## config.mk

```make
export PLATFORM = sky130hd
export DESIGN_NAME = instruction_fetch_unit
export DESIGN_NICKNAME = d
export VERILOG_FILES = /design/src/rtl/fetch_pkg.sv /design/src/rtl/instruction_fetch_unit_pc_register.sv /design/src/rtl/instruction_fetch_unit.sv
export SDC_FILE = /design/constraint.sdc
export NUM_CORES = 1
export LEC_CHECK = 0
export CORE_MARGIN = 2
export CORE_UTILIZATION = 45
export CTS_BUF_LIST = sky130_fd_sc_hd__clkbuf_4 sky130_fd_sc_hd__clkbuf_8
export CTS_CLUSTER_SIZE = 8
export DETAILED_ROUTE_END_ITERATION = 12
export PLACE_DENSITY = 0.78
export SLEW_MARGIN = 30
export SYNTH_ARGS = -nofsm -noshare
export SYNTH_HDL_FRONTEND = slang
export SYNTH_SLANG_ARGS = --single-unit
```

## constraint.sdc

```tcl
create_clock -name CLK -period 2.9 [get_ports CLK]
set_input_delay 0.435 -clock CLK [delete_from_list [all_inputs] [get_ports CLK]]
set_output_delay 0.435 -clock CLK [all_outputs]
set_load 0.02 [all_outputs]
```

## src/rtl/fetch_pkg.sv

```systemverilog
// Shared types and defaults for the instruction fetch unit.
// Optional feature macro: FETCH_TIMEOUT_EN (memory timeout counter and FAULT state).
package fetch_pkg;

    localparam int              ADDR_W_DEF         = 16;
    localparam int              DATA_W_DEF         = 16;
    localparam int              PC_INC_DEF         = 2;
    localparam logic [15:0]     RESET_PC_DEF       = 16'h0000;
    localparam int              TIMEOUT_CYCLES_DEF = 255;

    typedef enum logic [1:0] {
        IDLE  = 2'd0,
        REQ   = 2'd1,
        WRITE = 2'd2,
        FAULT = 2'd3
    } fetch_state_e;

endpackage

```

## src/rtl/instruction_fetch_unit_pc_register.sv

```systemverilog
// Program counter: async reset to RESET_PC, parallel load, and a wrapping
// increment by PC_INC. Load has priority over increment.
module pc_register
    import fetch_pkg::*;
#(
    parameter int                ADDR_W   = ADDR_W_DEF,
    parameter logic [ADDR_W-1:0] RESET_PC = RESET_PC_DEF,
    parameter int                PC_INC   = PC_INC_DEF
) (
    input  logic              CLK,
    input  logic              RST_N,
    input  logic              load_s,
    input  logic [ADDR_W-1:0] load_val_s,
    input  logic              inc_s,
    output logic [ADDR_W-1:0] pc_r
);

    localparam logic [ADDR_W-1:0] PC_STEP = ADDR_W'(PC_INC);

    // PC update: redirect load first, otherwise step (wraps at 2^ADDR_W), otherwise hold
    always_ff @(posedge CLK or negedge RST_N) begin
        if (!RST_N) begin
            pc_r <= RESET_PC;
        end else if (load_s) begin
            pc_r <= load_val_s;
        end else if (inc_s) begin
            pc_r <= pc_r + PC_STEP;
        end else begin
            pc_r <= pc_r;
        end
    end

endmodule

```

## src/rtl/instruction_fetch_unit.sv

```systemverilog
// Instruction fetch unit: owns the PC, runs the memory read handshake and
// hands each fetched word to the instruction register with a one-cycle strobe.
// Optional feature macro: FETCH_TIMEOUT_EN adds a REQ timeout counter and a
// sticky FAULT state; without it FetchErr is tied low and REQ waits forever.
module instruction_fetch_unit
    import fetch_pkg::*;
#(
    parameter int                ADDR_W   = ADDR_W_DEF,
    parameter int                DATA_W   = DATA_W_DEF,
    parameter logic [ADDR_W-1:0] RESET_PC = RESET_PC_DEF,
    parameter int                PC_INC   = PC_INC_DEF
`ifdef FETCH_TIMEOUT_EN
    ,
    parameter int                TIMEOUT_CYCLES = TIMEOUT_CYCLES_DEF
`endif
) (
    input  logic              CLK,
    input  logic              RST_N,
    input  logic              FetchReq,
    input  logic              Stall,
    input  logic              BranchValid,
    input  logic [ADDR_W-1:0] BranchTarget,
    output logic [ADDR_W-1:0] MemAddr,
    output logic              MemRead,
    input  logic              MemReady,
    input  logic [DATA_W-1:0] MemData,
    output logic [DATA_W-1:0] InstOut,
    output logic              InstWrite,
    output logic              FetchDone,
    output logic [ADDR_W-1:0] PC,
    output logic              Busy,
    output logic              FetchErr
);

    fetch_state_e      state_r;
    logic [DATA_W-1:0] inst_out_r;
    logic              inst_write_r;
    logic              fetch_done_r;
    logic              mem_read_r;
    logic              busy_r;
    logic              pend_r;
    logic [ADDR_W-1:0] pend_tgt_r;
    logic [ADDR_W-1:0] pc_s;
    logic              pc_load_s;
    logic [ADDR_W-1:0] pc_load_val_s;
    logic              pc_inc_s;

`ifdef FETCH_TIMEOUT_EN
    localparam int             CNT_W   = $clog2(TIMEOUT_CYCLES + 1);
    localparam logic [CNT_W-1:0] CNT_LAST = CNT_W'(TIMEOUT_CYCLES - 1);
    localparam logic [CNT_W-1:0] CNT_ONE  = CNT_W'(1);
    logic [CNT_W-1:0]          timeout_cnt_r;
    logic                      fetch_err_r;
`endif

    pc_register #(
        .ADDR_W   (ADDR_W),
        .RESET_PC (RESET_PC),
        .PC_INC   (PC_INC)
    ) u_pc (
        .CLK        (CLK),
        .RST_N      (RST_N),
        .load_s     (pc_load_s),
        .load_val_s (pc_load_val_s),
        .inc_s      (pc_inc_s),
        .pc_r       (pc_s)
    );

    // PC control: IDLE/WRITE take a live branch, REQ applies the pending redirect (newest target wins)
    always_comb begin
        pc_load_s     = 1'b0;
        pc_load_val_s = BranchTarget;
        pc_inc_s      = 1'b0;
        case (state_r)
            IDLE: begin
                if (BranchValid) begin
                    pc_load_s = 1'b1;
                end else begin
                    pc_load_s = 1'b0;
                end
            end
            REQ: begin
                if (pend_r) begin
                    pc_load_s     = 1'b1;
                    pc_load_val_s = BranchValid ? BranchTarget : pend_tgt_r;
                end else begin
                    pc_load_s = 1'b0;
                end
            end
            WRITE: begin
                if (BranchValid) begin
                    pc_load_s = 1'b1;
                end else begin
                    pc_inc_s = 1'b1;
                end
            end
            default: begin
                pc_load_s = 1'b0;
                pc_inc_s  = 1'b0;
            end
        endcase
    end

    // Fetch FSM with registered handshake outputs, pending redirect and captured instruction
    always_ff @(posedge CLK or negedge RST_N) begin
        if (!RST_N) begin
            state_r       <= IDLE;
            inst_out_r    <= '0;
            inst_write_r  <= 1'b0;
            fetch_done_r  <= 1'b0;
            mem_read_r    <= 1'b0;
            busy_r        <= 1'b0;
            pend_r        <= 1'b0;
            pend_tgt_r    <= '0;
`ifdef FETCH_TIMEOUT_EN
            timeout_cnt_r <= '0;
            fetch_err_r   <= 1'b0;
`endif
        end else begin
            case (state_r)
                IDLE: begin
                    inst_write_r <= 1'b0;
                    fetch_done_r <= 1'b0;
                    pend_r       <= 1'b0;
                    if (BranchValid) begin
                        // redirect wins; a still-high FetchReq starts the fetch next cycle
                        state_r    <= IDLE;
                        mem_read_r <= 1'b0;
                        busy_r     <= 1'b0;
                    end else if (FetchReq && !Stall) begin
                        state_r       <= REQ;
                        mem_read_r    <= 1'b1;
                        busy_r        <= 1'b1;
`ifdef FETCH_TIMEOUT_EN
                        timeout_cnt_r <= '0;
`endif
                    end else begin
                        state_r    <= IDLE;
                        mem_read_r <= 1'b0;
                        busy_r     <= 1'b0;
                    end
                end
                REQ: begin
                    if (pend_r) begin
                        // abandon this fetch; PC takes the redirect target
                        state_r    <= IDLE;
                        mem_read_r <= 1'b0;
                        busy_r     <= 1'b0;
                        pend_r     <= 1'b0;
                    end else if (BranchValid) begin
                        // any data returned now belongs to a dead path and is dropped
                        pend_r     <= 1'b1;
                        pend_tgt_r <= BranchTarget;
                    end else if (MemReady) begin
                        state_r      <= WRITE;
                        inst_out_r   <= MemData;
                        mem_read_r   <= 1'b0;
                        inst_write_r <= 1'b1;
                        fetch_done_r <= 1'b1;
`ifdef FETCH_TIMEOUT_EN
                    end else if (timeout_cnt_r == CNT_LAST) begin
                        state_r     <= FAULT;
                        mem_read_r  <= 1'b0;
                        fetch_err_r <= 1'b1;
                    end else begin
                        timeout_cnt_r <= timeout_cnt_r + CNT_ONE;
                    end
`else
                    end else begin
                        state_r <= REQ;
                    end
`endif
                end
                WRITE: begin
                    state_r      <= IDLE;
                    inst_write_r <= 1'b0;
                    fetch_done_r <= 1'b0;
                    busy_r       <= 1'b0;
                end
                FAULT: begin
`ifdef FETCH_TIMEOUT_EN
                    // sticky until reset
                    state_r     <= FAULT;
                    mem_read_r  <= 1'b0;
                    busy_r      <= 1'b1;
                    fetch_err_r <= 1'b1;
`else
                    state_r    <= IDLE;
                    mem_read_r <= 1'b0;
                    busy_r     <= 1'b0;
`endif
                end
                default: begin
                    state_r      <= IDLE;
                    mem_read_r   <= 1'b0;
                    busy_r       <= 1'b0;
                    inst_write_r <= 1'b0;
                    fetch_done_r <= 1'b0;
                    pend_r       <= 1'b0;
                end
            endcase
        end
    end

    assign MemAddr   = pc_s;
    assign PC        = pc_s;
    assign MemRead   = mem_read_r;
    assign InstOut   = inst_out_r;
    assign InstWrite = inst_write_r;
    assign FetchDone = fetch_done_r;
    assign Busy      = busy_r;
`ifdef FETCH_TIMEOUT_EN
    assign FetchErr  = fetch_err_r;
`else
    assign FetchErr  = 1'b0;
`endif

endmodule

```

==> results by group, run 1 <==
Status
  • Status: complete, no violations

Synth
  • Post-synth ARST share: 100%
  • Number of synthesized flops with an enable pin: 0
  • Top_reg_cell synth: dfrtp_1
  • Mapped Cells: 267
  • Yosys cell types: 60
  • Flops & latches, synth: 54
  • Syn Area/Cell: 10.7 um^2
  • Syn Nets: 306
  • Post-Syn Area: 2860 um^2
  • Yosys warnings: 0
  • Sequential-to-total area share from yosys stat: 47.3%

STA
  • Rel. slew slack: 52.2%
  • Clock skew: 0.00521 ns
  • Hold Vio Cnt, Final: 0
  • Setup_tns: 0 ns
  • Slew at the pin closest to its max-slew limit: 0.717 ns
  • RSZ-0062 raised after global routing: false
  • Fmax: 460 MHz
  • Pins Over Slew Limit: 0
  • Tcrit/Tclk final: 75.0%
  • Minimum clock period: 2.17 ns
  • Final setup vio count: 0

Clock tree
  • Root buffer cell: clkbuf_8
  • # H-tree levels: 2
  • CTS tree: done
  • Worst skew pair latency: 0.32 ns
  • Sink Count: 54
  • Post-CTS Resized: 0
  • CTS Hold Bufs: 0
  • Clock transition at path regs: 0.10 ns
  • Post-CTS Setup Inserts: 0
  • CTS buffer count: 5
  • Clock Path Buffers: 2

Critical path
  • R2r setup slk: 0.73 ns
  • FF-to-FF path depth: 3
  • Critical Path AT: 2.38 ns
  • Critical path capture point type: register
  • End of the worst register-to-register path: InstOut[3]
  • Worst EP required: 3.10 ns
  • CP Class: register to register
  • Worst-path maximum fanout: 20
  • Crit start category: register
  • R2R Path Start: state_r[0]

Floorplanning
  • Die H: 83.7 um
  • Starting Density: 45.8%
  • Number of I/O pins: 91
  • Die area: 7000 um^2
  • Number of core rows: 29
  • Core area: 6240 um^2
  • DIE WIDTH: 83.7 um

Routing
  • Aggregate routed wire length: 7110 um
  • Via count: 2485
  • Post-route DRC violation count: 0
  • ANT nets after route: 0
  • Pre-antenna DRT Iters: 5
  • Drt initial violations: 276
  • Routed vias/inst: 5.97
  • Avg WL per Cell: 17.1 um

Global route
  • Total grt overflow: 0
  • Gr usage total: 21.2%
  • First-pass GRT wire length: 11900 um
  • Number of global-route vias before repair: 2393
  • Largest net degree at the start of global routing: 39
  • Initial antenna violation count: 0

Place
  • Final RePlAce weighted congestion: 0.933
  • Placed wire-length estimate: 5240 um
  • Placement-stage cell area: 3690 um^2
  • I/O Buffers: 89

Cells and area
  • Antenna Cells: 0
  • Reg area: 1350 um^2
  • Area Growth Syn to Fin: 33.1%
  • Final net count: 377
  • Multi-input combinational cell area: 1270 um^2
  • Fill cells: 537
  • Final instance area: 3800 um^2
  • Layout cells sized above 1: 12.7%

Power and ir drop
  • Leakage power: 1.55 nW
  • P per Cell Area: 857 nW/um^2
  • Peak VDD IR: 0.516 mV
  • Tot Pwr: 0.00326 W

Hold path
  • HP Class: primary input to asynchronous set/reset pin

Job
  • Max cap viols: 0
[power breakdown]
part / total, W / internal (W) / switching [W] / leakage [nW]
Sequential: 0.00131 / 0.00105 / 0.000263 / 0.656
Clock: 0.000530 / 0.000264 / 0.000266 / 0.0591
Combinational: 0.00142 / 0.000743 / 0.000678 / 0.836
[worst max-delay path, cell delays in order (launching register included)]
cell      delay (ns)
dfrtp_1         0.70
nand2b_1        0.24
or3_1           0.67
mux2_1          0.44
[worst max-delay path by stage]
stage / start / endpoint / slack (ns) / cells past startpoint
2_1_floorplan: state_r[0] / u_pc.pc_r[9] / 1.17 / 6
3_3_place_gp: BranchValid / InstOut[14] / 0.64 / 4
3_5_place_dp: BranchValid / InstOut[3] / 0.60 / 4
4_1_cts: state_r[0] / InstOut[3] / 0.71 / 3
5_1_grt: state_r[0] / InstOut[13] / 0.62 / 3
6_report: state_r[0] / InstOut[3] / 0.73 / 3
[per-layer routing]
layer | vias to the layer above | track usage [%] | wire length (um)
met5 | - | 0 | 0
met4 | 0 | 7.18 | 140
met3 | 13 | 5.74 | 586
met2 | 119 | 34.5 | 3450
met1 | 1228 | 27.3 | 2930
li1 | 1125 | - | -
[area by class of cell]
class                      count  area share (%)
inverter                       6           0.592
clock inverter                 3            1.25
sequential                    54            35.5
timing repair buffer          95            24.8
multi-input combinational    176            33.5
tap                           77            2.53
clock buffer                   5            1.81
[per-stage QoR]
step	hold WS [ns]	setup slack, ns	util, %	cells
global route	0.0514	0.616	60.9	416
global placement	0.373	0.642	59.1	408
finish	0.0246	0.725	60.9	416
detailed placement	0.383	0.603	59.1	408
floorplan	0.139	1.17	-	267
CTS	0.0315	0.710	60.9	416
[layout by cell type (no fill, tap or decap), drive strengths merged, types with 3 or more instances in the layout]
cell type / netlist / final
nor3: 6 / 6
nor2: 17 / 17
nor2b: 4 / 4
mux2: 31 / 31
and3: 3 / 3
clkdlybuf4s50: 0 / 88
clkbuf: 3 / 5
o21ai: 10 / 10
inv: 6 / 8
o22ai: 3 / 3
dfrtp: 54 / 54
buf: 28 / 7
nand2b: 6 / 6
a222oi: 5 / 5
a21o: 3 / 3
nand3: 7 / 7
nand2: 16 / 16
o211ai: 3 / 3
nand4: 5 / 5
a22oi: 5 / 5
a21oi: 10 / 10
[cell usage after synthesis, drive strengths merged, types with 2 or more instances]
| cell | n | share of area, % |
|---|---|---|
| dfrtp | 54 | 47 |
| mux2 | 31 | 12 |
| buf | 28 | 7.0 |
| nor2 | 17 | 2.3 |
| nand2 | 16 | 2.1 |
| a21oi | 10 | 1.8 |
| o21ai | 10 | 1.8 |
| nand3 | 7 | 1.2 |
| inv | 6 | 0.79 |
| nand2b | 6 | 1.6 |
| nor3 | 6 | 1.4 |
| a222oi | 5 | 1.8 |
| a22oi | 5 | 1.3 |
| nand4 | 5 | 1.1 |
| nor2b | 4 | 0.88 |
| a21o | 3 | 0.79 |
| and3 | 3 | 0.66 |
| clkbuf | 3 | 0.39 |
| o211ai | 3 | 0.79 |
| o22ai | 3 | 0.66 |
| a211oi | 2 | 0.53 |
| a221oi | 2 | 0.61 |
| a311o | 2 | 0.70 |
| a31oi | 2 | 0.44 |
| o211a | 2 | 0.70 |
| o21a | 2 | 0.53 |
| o311ai | 2 | 0.61 |
| o31ai | 2 | 0.53 |
| or3 | 2 | 0.44 |
| or4 | 2 | 0.53 |
[logic make-up (layout without fill, tap and decap cells)]
group	after synthesis	after routing	synth area share (%)
AOI/OAI and AO/OA	65	65	16.6
xor gates and xnor gates	1	1	0.307
adders and majority gates	1	1	0.438
buffers and inverters	37	109	8.19
DFF	54	54	47.3
muxes	32	32	12.6
other	1	1	0.131
and+or+nand+nor	76	76	14.5
[sequential cells by signal, summed over array words and instances, names as in the netlist]
register    flops
state_r         2
Busy            1
InstOut        16
FetchDone       1
u_pc.pc_r      16
pend_r          1
MemRead         1
pend_tgt_r     16
No activity file was read; power rests on OpenSTA's default activity.
==> run 2, diff against run 1 <==
clock period = 2.05 ns   (was 2.9 ns; I/O delays follow)
==> results by group, run 2 (synthesized netlist as in run 1, its figures left out) <==
Status
  • Status: complete, no violations

Place
  • Placed wire-length estimate: 5330 um
  • Placement-stage cell area: 3800 um^2
  • Final RePlAce weighted congestion: 0.891
  • I/O Buffers: 89
  • Pre-CTS setup slack: 0.106 ns
  • Placed Cells: 420

STA
  • Hold Vio Cnt, Final: 0
  • Minimum clock period: 1.93 ns
  • Clock skew: 0.00830 ns
  • Tcrit/Tclk final: 94.1%
  • Slew at the pin closest to its max-slew limit: 0.526 ns
  • Setup_tns: 0 ns
  • Final WS setup: 0.121 ns
  • Final setup vio count: 0
  • Fmax: 518 MHz
  • Pins Over Slew Limit: 0
  • RSZ-0062 raised after global routing: false
  • Rel. slew slack: 64.9%

Hold path
  • HP Class: primary input to asynchronous set/reset pin

Clock tree
  • Clock transition at path regs: 0.10 ns
  • Sink Count: 54
  • CTS tree: done
  • # H-tree levels: 2
  • Root buffer cell: clkbuf_8
  • Worst skew pair latency: 0.31 ns
  • Post-CTS Resized: 0
  • CTS buffer count: 5
  • Clock Path Buffers: 2

Critical path
  • Critical path capture point type: register
  • R2r setup slk: 0.12 ns
  • Worst-path maximum fanout: 15
  • End of the worst register-to-register path: u_pc.pc_r[14]
  • Crit path buf inv count: 1
  • Cell Chain, Critical Path: nand3b_1 -> o21ai_0 -> buf_4 -> o221ai_1 -> o311ai_1
  • Delay-heaviest family, CP: flip-flops
  • Crit start category: register
  • WP depth: 5
  • CP max stage cell: dfrtp_1
  • CP Class: register to register
  • FF-to-FF path depth: 5
  • Worst EP required: 2.23 ns
  • R2R Path Start: state_r[1]
  • Critical Path Max Stage Delay: 0.69 ns
  • Critical Path AT: 2.11 ns

Routing
  • Pre-antenna DRT Iters: 5
  • Via count: 2503
  • Routed vias/inst: 5.83
  • Aggregate routed wire length: 7040 um
  • Drt initial violations: 250
  • Post-route DRC violation count: 0
  • Avg WL per Cell: 16.4 um
  • ANT nets after route: 0

Floorplanning
  • Core area: 6240 um^2
  • Starting Density: 45.8%
  • Number of I/O pins: 91
  • Number of core rows: 29
  • Die area: 7000 um^2
  • Die H: 83.7 um
  • DIE WIDTH: 83.7 um

Cells and area
  • Fill cells: 517
  • Commonest non-fill, non-tap cells in the layout: clkdlybuf4s50_1 (88), dfrtp_1 (54), mux2_2 (23)
  • Area Growth Syn to Fin: 37.4%
  • Leading cell type in the layout, fill and taps excluded: clkdlybuf4s50_1
  • Layout cells sized above 1: 15.6%
  • Antenna Cells: 0
  • Final instance area: 3930 um^2
  • Final net count: 390
  • Finished Layout Cells: 429

Job
  • Max cap viols: 0

Power and ir drop
  • Peak VDD IR: 0.813 mV
  • Leakage power: 1.62 nW
  • Switch Pwr: 0.00171 W
  • Comb power frac: 45.3%
  • Int Pwr: 0.00296 W
  • Flop pwr share: 38.9%
  • Switching share of total power: 36.7%
  • P per Cell Area: 1190 nW/um^2
  • Clock Power Share: 15.8%
  • Tot Pwr: 0.00467 W

Global route
  • Initial antenna violation count: 0
  • First-pass GRT wire length: 11900 um
  • Gr usage total: 20.9%
  • Number of global-route vias before repair: 2505
  • Largest net degree at the start of global routing: 35
  • Total grt overflow: 0
run 2: cell types whose count changed in the layout (fill, tap and decap cells not counted):
cell and change:
buf_4 +10, buf_12 +2, clkinv_4 +1, dlygate4sd3_1 +1, inv_6 -1
run 2: how the worst max path moves through the flow:
stage / from / end / slack, ns
after floorplan: state_r[0] / u_pc.pc_r[9] / 0.32
after global placement: BranchValid / InstOut[3] / 0.14
final: state_r[1] / u_pc.pc_r[14] / 0.12
after detailed placement: BranchValid / MemRead / 0.11
after CTS: state_r[1] / u_pc.pc_r[15] / 0.15
after global routing: state_r[1] / u_pc.pc_r[14] / 0.04
run 2: power groups by stage:
stage	sequential [W]	clock [W]	combinational, W
after floorplan	0.00208	0	0.000925
after global placement	0.00181	0	0.00208
after detailed placement	0.00184	0	0.00212
after CTS	0.00182	0.000764	0.00213
after global routing	0.00189	0.000798	0.00226
final	0.00182	0.000738	0.00212
run 2: area by class of cell:
type / instances / area, um^2 / share of cell area (%)
clock buffers: 5 / 68.8 / 1.75
well taps: 77 / 96.3 / 2.45
inverters: 6 / 22.5 / 0.573
repair buffers: 108 / 1070 / 27.2
clock inverters: 3 / 47.5 / 1.21
flip-flops and latches: 54 / 1350 / 34.4
multi-input cells: 176 / 1270 / 32.4
run 2: routing by layer:
metal / up-vias / global-route usage [%] / wire length (um)
met2: 116 / 34.3 / 3420
met1: 1227 / 26.0 / 2820
met4: 0 / 7.18 / 129
met3: 14 / 6.82 / 666
met5: - / 0 / 0
li1: 1146 / - / -
run 2: repair_timing:
item                      4_1_cts  5_1_grt
buffers inserted                0        0
hold buffers                    1        0
hold endpoints to repair       20        0
run 2: per-stage QoR:
step	util, %	hold slack [ns]
3_3_place_gp	60.9	0.306
3_5_place_dp	60.9	0.310
4_1_cts	62.9	0.495
5_1_grt	62.9	0.527
2_1_floorplan	-	0.0119
6_report	62.9	0.490
